$ cat config.mk
export PLATFORM = sky130hd
export DESIGN_NAME = serial_word_tx_flat
export DESIGN_NICKNAME = d
export VERILOG_FILES = /design/src/rtl/rfsoc_serial_pkg.sv /design/src/rtl/serial_word_tx_if.sv /design/src/rtl/serial_word_tx.sv /design/src/flat_wrapper.sv
export SDC_FILE = /design/constraint.sdc
export NUM_CORES = 1
export LEC_CHECK = 0
export CAP_MARGIN = 10
export CELL_PAD_IN_SITES_DETAIL_PLACEMENT = 1
export CELL_PAD_IN_SITES_GLOBAL_PLACEMENT = 1
export CORE_ASPECT_RATIO = 0.9
export CORE_MARGIN = 2
export CORE_UTILIZATION = 35
export DETAILED_ROUTE_END_ITERATION = 12
export HOLD_SLACK_MARGIN = 0.03
export PLACE_DENSITY_LB_ADDON = 0.3
export SYNTH_ARGS = -nofsm -noshare
export SYNTH_HDL_FRONTEND = slang
export SYNTH_SLANG_ARGS = --single-unit
$ cat constraint.sdc
create_clock -name clk -period 2.2 [get_ports clk]
set_input_delay 0.55 -clock clk [delete_from_list [all_inputs] [get_ports clk]]
set_output_delay 0.55 -clock clk [all_outputs]
set_load 0.01 [all_outputs]
$ cat src/rtl/rfsoc_serial_pkg.sv
// Shared types and helpers for the serial configuration-chain blocks.
package rfsoc_serial_pkg;

    typedef enum logic [1:0] {
        IDLE,
        LOW,
        HIGH,
        LATCH
    } tx_state_t;

    // Counter width able to hold 0..n-1, never narrower than one bit.
    function automatic int unsigned cnt_w(input int unsigned n);
        int unsigned w;
        w = $clog2(n);
        return (w < 1) ? 1 : w;
    endfunction

endpackage

$ cat src/rtl/serial_word_tx_if.sv
// Word handshake plus serial link signals of the word transmitter.
interface serial_word_tx_if #(
    parameter int unsigned WIDTH = 32
);

    logic [WIDTH-1:0] s_data;
    logic             s_valid;
    logic             s_ready;
    logic             sclk;
    logic             sdata;
    logic             latch;
    logic             busy;
    logic             done;

    // Word producer side.
    modport master (
        output s_data,
        output s_valid,
        input  s_ready,
        input  sclk,
        input  sdata,
        input  latch,
        input  busy,
        input  done
    );

    // Transmitter side.
    modport slave (
        input  s_data,
        input  s_valid,
        output s_ready,
        output sclk,
        output sdata,
        output latch,
        output busy,
        output done
    );

endinterface

$ cat src/rtl/serial_word_tx.sv
// Parallel-to-serial transmitter: shifts one word out on sclk/sdata at clk/(2*CLK_DIV),
// then holds latch high for LATCH_CYCLES and pulses done.
module serial_word_tx
    import rfsoc_serial_pkg::*;
#(
    parameter int unsigned WIDTH        = 32,
    parameter int unsigned CLK_DIV      = 4,
    parameter int unsigned LATCH_CYCLES = 2,
    parameter int unsigned LSB_FIRST    = 1
) (
    input  logic             clk,
    input  logic             reset,
    serial_word_tx_if.slave  bus
);

    localparam int unsigned HALF_W = cnt_w(CLK_DIV);
    localparam int unsigned BIT_W  = cnt_w(WIDTH);
    localparam int unsigned LAT_W  = cnt_w(LATCH_CYCLES + 1);

    localparam logic [HALF_W-1:0] HALF_LAST = HALF_W'(CLK_DIV - 1);
    localparam logic [BIT_W-1:0]  BIT_LAST  = BIT_W'(WIDTH - 1);
    localparam logic [LAT_W-1:0]  LAT_LAST  = LAT_W'(LATCH_CYCLES - 1);

    if (WIDTH < 1) begin : g_bad_width
        $error("serial_word_tx: WIDTH must be >= 1");
    end
    if (CLK_DIV < 2) begin : g_bad_div
        $error("serial_word_tx: CLK_DIV must be >= 2");
    end
    if (LATCH_CYCLES < 1) begin : g_bad_latch
        $error("serial_word_tx: LATCH_CYCLES must be >= 1");
    end

    tx_state_t         state_q, state_d;
    logic [HALF_W-1:0] half_cnt_q, half_cnt_d;
    logic [BIT_W-1:0]  bit_cnt_q, bit_cnt_d;
    logic [LAT_W-1:0]  lat_cnt_q, lat_cnt_d;
    logic [WIDTH-1:0]  sr_q, sr_d;
    logic              sclk_q, sclk_d;
    logic              sdata_q, sdata_d;
    logic              latch_q, latch_d;
    logic              done_q, done_d;

    logic [WIDTH-1:0]  sr_shift;
    logic              first_bit;
    logic              next_bit;

    // Shift direction picks which end of the register feeds sdata.
    assign sr_shift  = (LSB_FIRST != 0) ? (sr_q >> 1) : (sr_q << 1);
    assign next_bit  = (LSB_FIRST != 0) ? sr_shift[0] : sr_shift[WIDTH-1];
    assign first_bit = (LSB_FIRST != 0) ? bus.s_data[0] : bus.s_data[WIDTH-1];

    // State and datapath registers.
    always_ff @(posedge clk or negedge reset) begin
        if (!reset) begin
            state_q    <= IDLE;
            half_cnt_q <= '0;
            bit_cnt_q  <= '0;
            lat_cnt_q  <= '0;
            sr_q       <= '0;
            sclk_q     <= 1'b0;
            sdata_q    <= 1'b0;
            latch_q    <= 1'b0;
            done_q     <= 1'b0;
        end else begin
            state_q    <= state_d;
            half_cnt_q <= half_cnt_d;
            bit_cnt_q  <= bit_cnt_d;
            lat_cnt_q  <= lat_cnt_d;
            sr_q       <= sr_d;
            sclk_q     <= sclk_d;
            sdata_q    <= sdata_d;
            latch_q    <= latch_d;
            done_q     <= done_d;
        end
    end

    // Next-state logic; sdata only moves on accept and on the sclk falling edge.
    always_comb begin
        state_d    = state_q;
        half_cnt_d = half_cnt_q;
        bit_cnt_d  = bit_cnt_q;
        lat_cnt_d  = lat_cnt_q;
        sr_d       = sr_q;
        sclk_d     = sclk_q;
        sdata_d    = sdata_q;
        latch_d    = latch_q;
        done_d     = 1'b0;

        unique case (state_q)
            IDLE: begin
                if (bus.s_valid) begin
                    state_d    = LOW;
                    sr_d       = bus.s_data;
                    sdata_d    = first_bit;
                    half_cnt_d = '0;
                    bit_cnt_d  = '0;
                    sclk_d     = 1'b0;
                    latch_d    = 1'b0;
                end
            end
            LOW: begin
                if (half_cnt_q == HALF_LAST) begin
                    half_cnt_d = '0;
                    sclk_d     = 1'b1;
                    state_d    = HIGH;
                end else begin
                    half_cnt_d = half_cnt_q + HALF_W'(1);
                end
            end
            HIGH: begin
                if (half_cnt_q == HALF_LAST) begin
                    half_cnt_d = '0;
                    sclk_d     = 1'b0;
                    if (bit_cnt_q == BIT_LAST) begin
                        latch_d   = 1'b1;
                        lat_cnt_d = '0;
                        state_d   = LATCH;
                    end else begin
                        bit_cnt_d = bit_cnt_q + BIT_W'(1);
                        sr_d      = sr_shift;
                        sdata_d   = next_bit;
                        state_d   = LOW;
                    end
                end else begin
                    half_cnt_d = half_cnt_q + HALF_W'(1);
                end
            end
            LATCH: begin
                if (lat_cnt_q == LAT_LAST) begin
                    lat_cnt_d = '0;
                    latch_d   = 1'b0;
                    done_d    = 1'b1;
                    state_d   = IDLE;
                end else begin
                    lat_cnt_d = lat_cnt_q + LAT_W'(1);
                end
            end
            default: begin
                state_d = IDLE;
            end
        endcase
    end

    assign bus.s_ready = (state_q == IDLE);
    assign bus.busy    = (state_q != IDLE);
    assign bus.sclk    = sclk_q;
    assign bus.sdata   = sdata_q;
    assign bus.latch   = latch_q;
    assign bus.done    = done_q;

endmodule
$ cat src/flat_wrapper.sv
// flat-port wrapper written by rule: the top's interface ports become plain ports
module serial_word_tx_flat import rfsoc_serial_pkg::*;
#(
    parameter int unsigned WIDTH        = 32,
    parameter int unsigned CLK_DIV      = 4,
    parameter int unsigned LATCH_CYCLES = 2,
    parameter int unsigned LSB_FIRST    = 1
)
  (clk, reset, bus_s_data, bus_s_valid, bus_s_ready, bus_sclk, bus_sdata, bus_latch, bus_busy, bus_done);
  serial_word_tx_if #(.WIDTH(WIDTH)) bus_i ();
  input  logic clk;
  input  logic reset;
  input wire logic [$bits(bus_i.s_data)-1:0] bus_s_data;
  input wire logic [$bits(bus_i.s_valid)-1:0] bus_s_valid;
  output wire logic [$bits(bus_i.s_ready)-1:0] bus_s_ready;
  output wire logic [$bits(bus_i.sclk)-1:0] bus_sclk;
  output wire logic [$bits(bus_i.sdata)-1:0] bus_sdata;
  output wire logic [$bits(bus_i.latch)-1:0] bus_latch;
  output wire logic [$bits(bus_i.busy)-1:0] bus_busy;
  output wire logic [$bits(bus_i.done)-1:0] bus_done;
  assign bus_i.s_data = bus_s_data;
  assign bus_i.s_valid = bus_s_valid;
  assign bus_s_ready = bus_i.s_ready;
  assign bus_sclk = bus_i.sclk;
  assign bus_sdata = bus_i.sdata;
  assign bus_latch = bus_i.latch;
  assign bus_busy = bus_i.busy;
  assign bus_done = bus_i.done;
  serial_word_tx #(.WIDTH(WIDTH), .CLK_DIV(CLK_DIV), .LATCH_CYCLES(LATCH_CYCLES), .LSB_FIRST(LSB_FIRST)) u_core (.clk(clk), .reset(reset), .bus(bus_i));
endmodule
==> parameters.txt, run 1 <==
Parameter                              Value

Route
  Post-route DRC violation count ... 0
  Via Count ... 1,537
  Via density per instance ... 4.70
  Final antenna-violating net count ... 0
  First-iteration detailed-routing DRC count ... 51
  Final routed wire length divided by cell count ... approximately 15 um
  Initial DRT Pass Iterations ... 2
  Wirelength, routed ... ~4900 um

Pwr
  Leak Pwr ... 1.37 nW
  IR drop worst, VDD ... between 0.4 and 0.5 mV
  Power density of the placed cells ... 1410 nW/um^2

Yosys
  Synth Instances ... 188
  Library cell with the largest summed area after synthesis ... sky130_fd_sc_hd__dfrtp_1
  Number of flops mapped to enable cells by yosys ... 0
  Most common cell in the synthesized netlist ... sky130_fd_sc_hd__dfrtp_1
  Fraction of registers with async set/reset ... 1.00
  Warning count from the yosys run ... 0
  Number of distinct library cells after synthesis ... 26
  Synth Flop Type ... sky130_fd_sc_hd__dfrtp_1
  Share of synthesized area occupied by flip-flops and latches ... 0.460
  Cell types with the largest area share after synthesis ... sky130_fd_sc_hd__dfrtp_1, sky130_fd_sc_hd__mux2_2, sky130_fd_sc_hd__mux2_4
  Portion of synthesized cell area occupied by the leading cell type ... 0.460
  Leading post-synthesis cells by instance count ... sky130_fd_sc_hd__dfrtp_1, sky130_fd_sc_hd__mux2_2, sky130_fd_sc_hd__mux2_4, sky130_fd_sc_hd__inv_1
  Synth Net Count ... ~230
  Synthesis-stage register bit count ... 46
  Synth Area per Inst ... 13.3 sq um
  Synthesized area ... roughly 2500 sq um

Finish
  Filler Cells Inserted ... 719
  Final Net Count ... 277
  Share of cells above drive strength 1 ... 0.380
  Area growth syn-to-layout ... 26.2%
  Cell area after layout ... roughly 3200 sq um
  Footprint of the flip-flops and latches ... around 1200 sq um
  Total area of multi-input combinational cells ... 1260 sq um
  Antenna diode count ... 0

Clocking
  # clock sinks ... 46
  Clock-pin slew on the worst setup and hold paths ... 0.09 ns
  Later-pin clock latency in the skew report ... slightly below 0.3 ns
  CTS Root Buffer Type ... sky130_fd_sc_hd__clkbuf_8
  Post-CTS Hold Fix Bufs ... 0
  Clock tree from TritonCTS ... yes
  Num CTS Buffers ... 5
  Worst-case clock buffer depth ... 2
  Number of H-tree levels ... 2

STA
  Fin. max-slew vios ... 0
  Final count of negative-setup-slack endpoints ... 0
  Number of failing hold endpoints at the final stage ... 0
  Setup TNS ... 0 ns
  Slew at the pin closest to its max-slew limit ... 0.394 ns
  Final critical-path share of the clock period ... 0.971
  Crit path setup slack, layout ... 0.0640 ns
  FMAX ... ~0.47 GHz
  Clock period minus final worst setup slack ... approximately 2.1 ns
  Setup clock skew after layout ... 0.00845 ns
  Normalized max-slew margin ... 0.730

GRT
  Maximum number of pins on one net before global-route repair ... 35
  Overall overflow remaining after global route ... 0
  Total routing resource utilization after global routing ... 0.133
  First-pass GRT wire length ... between 8000 and 9000 um
  Number of global-route vias before repair ... 1,685
  Number of antenna violations at the first check in global routing ... 0

Worst setup path
  Kind of end point of the critical path ... output pin
  Critical path data arrival time ... approximately 1.6 ns
  Startpoint kind of the worst setup timing path ... register
  Maximum fanout count along the critical path ... 5
  Critical Path RT ... 1.65 ns
  Critical path type ... reg -> out

Place
  IO Port Bufs ... 40
  Area after detailed placement ... around 3000 sq um
  Global placer's final weighted congestion ... 0.746
  Setup slack at placement ... a little under 0.1 ns
  Half-perimeter wire length after detailed placement ... 3410 um

Run
  Max-cap viol count ... 0

Worst hold path
  Path category of the worst min-delay check ... in -> async

Floorplanning
  Standard cell core area ... 7000 sq um
  Initial core utilization ... 0.358
  Row count ... 29
  Overall die height ... 84.3 um
  Num ports ... 41
  Width of the die ... roughly 93 um
  Die Footprint ... 7850 sq um

Status
  Outcome ... complete, no violations
## per-stage QoR
| step | utilization | hold WS (ns) | cells | total power [mW] |
|---|---|---|---|---|
| 6_report | 0.451 | 0.150 | 327 | 4.45 |
| 5_1_grt | 0.451 | 0.149 | 327 | 4.79 |
| 4_1_cts | 0.448 | 0.149 | 324 | 4.46 |
| 3_5_place_dp | 0.435 | 0.455 | 317 | 3.92 |
| 3_3_place_gp | 0.435 | 0.439 | 317 | 3.85 |
| 2_1_floorplan | - | 0.254 | 188 | 3.36 |
## sequential cells by signal, indices dropped and copies added (netlist names)
signal,count
u_core.state_q,2
u_core.lat_cnt_q,2
u_core.half_cnt_q,2
u_core.bus.sclk,1
u_core.bus.done,1
u_core.bus.latch,1
u_core.sr_q,32
u_core.bit_cnt_q,5
## timing repair
item,CTS,global route
gates resized for setup,2,2
setup buffers,0,3
endpoints found under the setup margin,2,6
## cells in the final DEF, fill, tap and decap left out
master	Yosys	layout
sky130_fd_sc_hd__buf_2	0	1
sky130_fd_sc_hd__dfrtp_1	46	46
sky130_fd_sc_hd__clkbuf_8	0	5
sky130_fd_sc_hd__nor2_1	6	6
sky130_fd_sc_hd__inv_2	0	1
sky130_fd_sc_hd__o21a_2	0	1
sky130_fd_sc_hd__o31ai_1	2	2
sky130_fd_sc_hd__nor2b_1	5	4
sky130_fd_sc_hd__o2111ai_1	2	2
sky130_fd_sc_hd__nand3_1	1	1
sky130_fd_sc_hd__clkdlybuf4s50_1	0	39
sky130_fd_sc_hd__a2111oi_0	2	2
sky130_fd_sc_hd__a2bb2oi_1	2	2
sky130_fd_sc_hd__xor2_1	1	1
sky130_fd_sc_hd__nand2b_1	1	1
sky130_fd_sc_hd__o21ba_2	1	1
sky130_fd_sc_hd__mux2_4	26	26
sky130_fd_sc_hd__nor3_1	1	1
sky130_fd_sc_hd__clkinv_2	0	2
sky130_fd_sc_hd__ha_2	0	1
sky130_fd_sc_hd__a21oi_1	2	2
sky130_fd_sc_hd__o221ai_1	2	2
sky130_fd_sc_hd__and3_1	2	2
sky130_fd_sc_hd__mux2_2	39	39
sky130_fd_sc_hd__buf_4	0	6
sky130_fd_sc_hd__ha_1	8	6
sky130_fd_sc_hd__inv_1	9	8
sky130_fd_sc_hd__mux2i_1	4	4
sky130_fd_sc_hd__a211oi_1	3	3
sky130_fd_sc_hd__buf_12	0	4
sky130_fd_sc_hd__nand2_1	8	8
sky130_fd_sc_hd__o21ai_0	3	3
sky130_fd_sc_hd__ha_4	0	1
sky130_fd_sc_hd__nor2b_2	0	1
## cell families (layout without fill, tap and decap cells)
logic type,count (synthesis),in the layout,synth area share
AO/OA/AOI/OAI,20,20,0.0599
adder cells (fa/ha/maj),8,8,0.0400
XOR/XNOR,1,1,0.00350
AND/OR/NAND/NOR,24,24,0.0450
multiplexers,69,69,0.347
flip-flops,46,46,0.460
buffers and inverters,20,66,0.0450
## final cells by class
type / instances / share of cell area
multi-input combinational: 122 / 0.399
sequential: 46 / 0.364
timing repair buffer: 50 / 0.165
tap: 93 / 0.0368
clock buffer: 5 / 0.0218
inverter: 9 / 0.0107
clock inverter: 2 / 0.00317
## critical path: stages, from the launching register on
cell,delay (ns)
sky130_fd_sc_hd__dfrtp_1,0.42
sky130_fd_sc_hd__inv_1,0.16
sky130_fd_sc_hd__ha_4,0.19
sky130_fd_sc_hd__clkdlybuf4s50_1,0.53
## final timing paths
path	from	end	slack (ns)	cells past startpoint
setup / recovery	u_core.state_q[1]$_DFFE_PN0P_	bus_s_ready	0.06	3
hold / removal	reset	u_core.sr_q[9]$_DFFE_PN0P_	0.15	1
setup reg to reg	u_core.bit_cnt_q[0]$_DFFE_PN0P_	u_core.bit_cnt_q[0]$_DFFE_PN0P_	0.13	7
hold reg to reg	u_core.lat_cnt_q[1]$_DFFE_PN0P_	u_core.bus.done$_DFF_PN0_	0.48	1
max in group asynchronous	reset	u_core.state_q[0]$_DFFE_PN0P_	1.55	2
min in group clk	u_core.lat_cnt_q[1]$_DFFE_PN0P_	u_core.bus.done$_DFF_PN0_	0.48	1
## where the power goes
| part | switching (mW) | internal [mW] | total (mW) |
|---|---|---|---|
| sequential | 0.238 | 1.26 | 1.49 |
| combinational | 0.945 | 1.52 | 2.47 |
| clock | 0.274 | 0.214 | 0.487 |
| total | 1.46 | 2.99 | 4.45 |
## routing by layer
| metal | track usage | part of all wire | vias up |
|---|---|---|---|
| met3 | 0.0359 | 0.034 | 4 |
| met1 | 0.191 | 0.51 | 757 |
| met4 | 0.0401 | 0.0095 | 0 |
| met2 | 0.198 | 0.44 | 23 |
| met5 | 0 | 0 | - |
| li1 | - | - | 753 |
(Power assumes the default switching activity.)
==> run 2: changes to the inputs <==
--- a/config.mk
+++ b/config.mk
@@ -5,6 +5,7 @@
 export SDC_FILE = /design/constraint.sdc
 export NUM_CORES = 1
 export LEC_CHECK = 0
+export ABC_CLOCK_PERIOD_IN_PS = 2200
 export CAP_MARGIN = 10
 export CELL_PAD_IN_SITES_DETAIL_PLACEMENT = 1
 export CELL_PAD_IN_SITES_GLOBAL_PLACEMENT = 1
==> results of run 2 <==
No change in the layout: final DEF, timing and power equal those of run 1.
==> run 3: changes to the inputs <==
--- a/config.mk
+++ b/config.mk
@@ -12,7 +12,9 @@
 export CORE_ASPECT_RATIO = 0.9
 export CORE_MARGIN = 2
 export CORE_UTILIZATION = 35
+export CTS_CLUSTER_SIZE = 30
 export DETAILED_ROUTE_END_ITERATION = 12
+export GPL_TIMING_DRIVEN = 0
 export HOLD_SLACK_MARGIN = 0.03
 export PLACE_DENSITY_LB_ADDON = 0.3
 export SYNTH_ARGS = -nofsm -noshare
==> parameters.txt, run 3 (synthesis gave the netlist of run 1 again) <==
Parameter                              Value

Status
  Outcome ... complete, no violations

Route
  Via Count ... 1,578
  Initial DRT Pass Iterations ... 3
  First-iteration detailed-routing DRC count ... 32
  Post-route DRC violation count ... 0
  Via density per instance ... approximately 4.7
  Wirelength, routed ... 5120 um
  Final antenna-violating net count ... 0
  Final routed wire length divided by cell count ... 15.1 um

Clocking
  Number of H-tree levels ... 2
  Clock tree from TritonCTS ... yes
  Later-pin clock latency in the skew report ... ~0.3 ns
  Clock-pin slew on the worst setup and hold paths ... ~0.080 ns
  Worst-case clock buffer depth ... 2
  # clock sinks ... 46
  CTS Root Buffer Type ... sky130_fd_sc_hd__clkbuf_8
  Num CTS Buffers ... 5
  Post-CTS Hold Fix Bufs ... 0

STA
  Final count of negative-setup-slack endpoints ... 0
  Unrepaired setup endpoints after global routing ... true
  Final critical-path share of the clock period ... 0.968
  Normalized max-slew margin ... 0.622
  Crit path setup slack, layout ... 0.0699 ns
  Final hold slack ... 0.191 ns
  Setup TNS ... 0 ns
  Slew at the pin closest to its max-slew limit ... 0.568 ns
  Clock period minus final worst setup slack ... approximately 2.1 ns
  Setup clock skew after layout ... 0.00811 ns
  Number of failing hold endpoints at the final stage ... 0
  Fin. max-slew vios ... 0
  FMAX ... approximately 0.47 GHz

Floorplanning
  Standard cell core area ... 7000 sq um
  Initial core utilization ... 0.358
  Row count ... 29
  Die Footprint ... between 7000 and 8000 sq um
  Num ports ... just over 40
  Overall die height ... between 80 and 90 um
  Width of the die ... 93.2 um

Finish
  Final Net Count ... 288
  Antenna diode count ... 0
  Core utilization of the finished layout ... 0.459
  Share of cells above drive strength 1 ... 0.388
  Biggest registers after layout ... u_core.sr_q (32), u_core.bit_cnt_q (5)
  Leading cell type in the layout, fill and taps excluded ... sky130_fd_sc_hd__dfrtp_1
  Commonest cells after routing, fill and taps aside ... sky130_fd_sc_hd__dfrtp_1, sky130_fd_sc_hd__mux2_2, sky130_fd_sc_hd__clkdlybuf4s50_1, sky130_fd_sc_hd__mux2_4, sky130_fd_sc_hd__buf_4
  Filler Cells Inserted ... 732
  Biggest register ... u_core.sr_q
  Cell area after layout ... 3220 sq um
  Number of flip-flops in the largest register ... 32
  Final instance count without filler cells ... 338
  Area growth syn-to-layout ... 28.4%

Run
  Max-cap viol count ... 0

Place
  Global placer's final weighted congestion ... between 0.7 and 0.8
  Cell count after placement ... 322
  Area after detailed placement ... just over 3000 sq um
  Half-perimeter wire length after detailed placement ... 3580 um
  Setup slack at placement ... -0.0236 ns
  IO Port Bufs ... 40

Pwr
  Fraction of power consumed by combinational cells ... 0.569
  Power density of the placed cells ... 1440 nW/um^2
  Fraction of power consumed by sequential logic ... 0.324
  Total design power ... roughly 4.6 mW
  Leak Pwr ... 1.41 nW
  Switch share ... 0.331
  Total internal power ... 3.09 mW
  IR drop worst, VDD ... about 0.56 mV
  Reported net switching power ... 1.53 mW
  Clock power share ... 0.107

GRT
  Number of global-route vias before repair ... approximately 1,700
  Overall overflow remaining after global route ... 0
  Total routing resource utilization after global routing ... 0.140
  First-pass GRT wire length ... 8610 um
  Number of antenna violations at the first check in global routing ... 0
  Maximum number of pins on one net before global-route repair ... 30

Worst setup path
  Critical path data arrival time ... 1.58 ns
  Critical path, cell by cell ... inv_2 -> ha_4 -> inv_1 -> clkdlybuf4s50_1
  Launching instance or port of the critical path ... u_core.state_q[1]$_DFFE_PN0P_
  Max stage delay cell, worst path ... sky130_fd_sc_hd__clkdlybuf4s50_1
  Delay of the slowest cell on the worst path ... roughly 0.52 ns
  Critical path type ... reg -> out
  Kind of end point of the critical path ... output pin
  Start of the worst register-to-register path ... u_core.bit_cnt_q[0]$_DFFE_PN0P_
  Startpoint kind of the worst setup timing path ... register
  Maximum fanout count along the critical path ... 5
  Critical Path RT ... 1.65 ns

Worst hold path
  Path category of the worst min-delay check ... in -> async
==> run 3: worst paths after layout <==
path / end / slack, ns / depth (start not counted)
max: bus_busy / 0.07 / 4
min: u_core.sr_q[2]$_DFFE_PN0P_ / 0.19 / 1
max reg2reg: u_core.sr_q[7]$_DFFE_PN0P_ / 0.08 / 8
min reg2reg: u_core.bus.done$_DFF_PN0_ / 0.47 / 1
max in group asynchronous: u_core.state_q[0]$_DFFE_PN0P_ / 1.49 / 2
min in group clk: u_core.bus.done$_DFF_PN0_ / 0.47 / 1
==> run 3: power by group through the flow <==
stage / Combinational (mW) / Sequential [mW] / Clock, mW
floorplan: 1.92 / 1.44 / 0
global placement: 2.33 / 1.50 / 0
detailed placement: 2.41 / 1.51 / 0
CTS: 2.43 / 1.51 / 0.520
global route: 2.87 / 1.55 / 0.545
finish: 2.63 / 1.50 / 0.493
==> run 3: timing repair <==
item	CTS	global route
setup endpoints to repair	27	29
resized for setup	3	10
setup buffers	0	9
==> run 3: routing by layer <==
| metal | part of all wire | up-vias | track usage |
|---|---|---|---|
| li1 | - | 782 | - |
| met1 | 0.49 | 766 | 0.196 |
| met2 | 0.47 | 26 | 0.217 |
| met3 | 0.032 | 4 | 0.0314 |
| met4 | 0.011 | 0 | 0.0401 |
| met5 | 0 | - | 0 |
==> run 3: final cells by class <==
| cell class | instances | area (sq um) | area share |
|---|---|---|---|
| Inverter | 9 | 33.8 | 0.0105 |
| Clock inverter | 2 | 10.0 | 0.00311 |
| Multi-Input combinational cell | 122 | 1260 | 0.391 |
| Tap cell | 93 | 116 | 0.0362 |
| Sequential cell | 46 | 1150 | 0.358 |
| Buffer | 11 | 97.6 | 0.0303 |
| Timing Repair Buffer | 50 | 483 | 0.150 |
| Clock buffer | 5 | 68.8 | 0.0214 |
==> run 3: worst max-delay path, delay by kind of cell (launching register included) <==
kind | cells | cell delay (ns)
buf+inv | 3 | 0.66
fa+ha+maj | 1 | 0.18
flops | 1 | 0.45
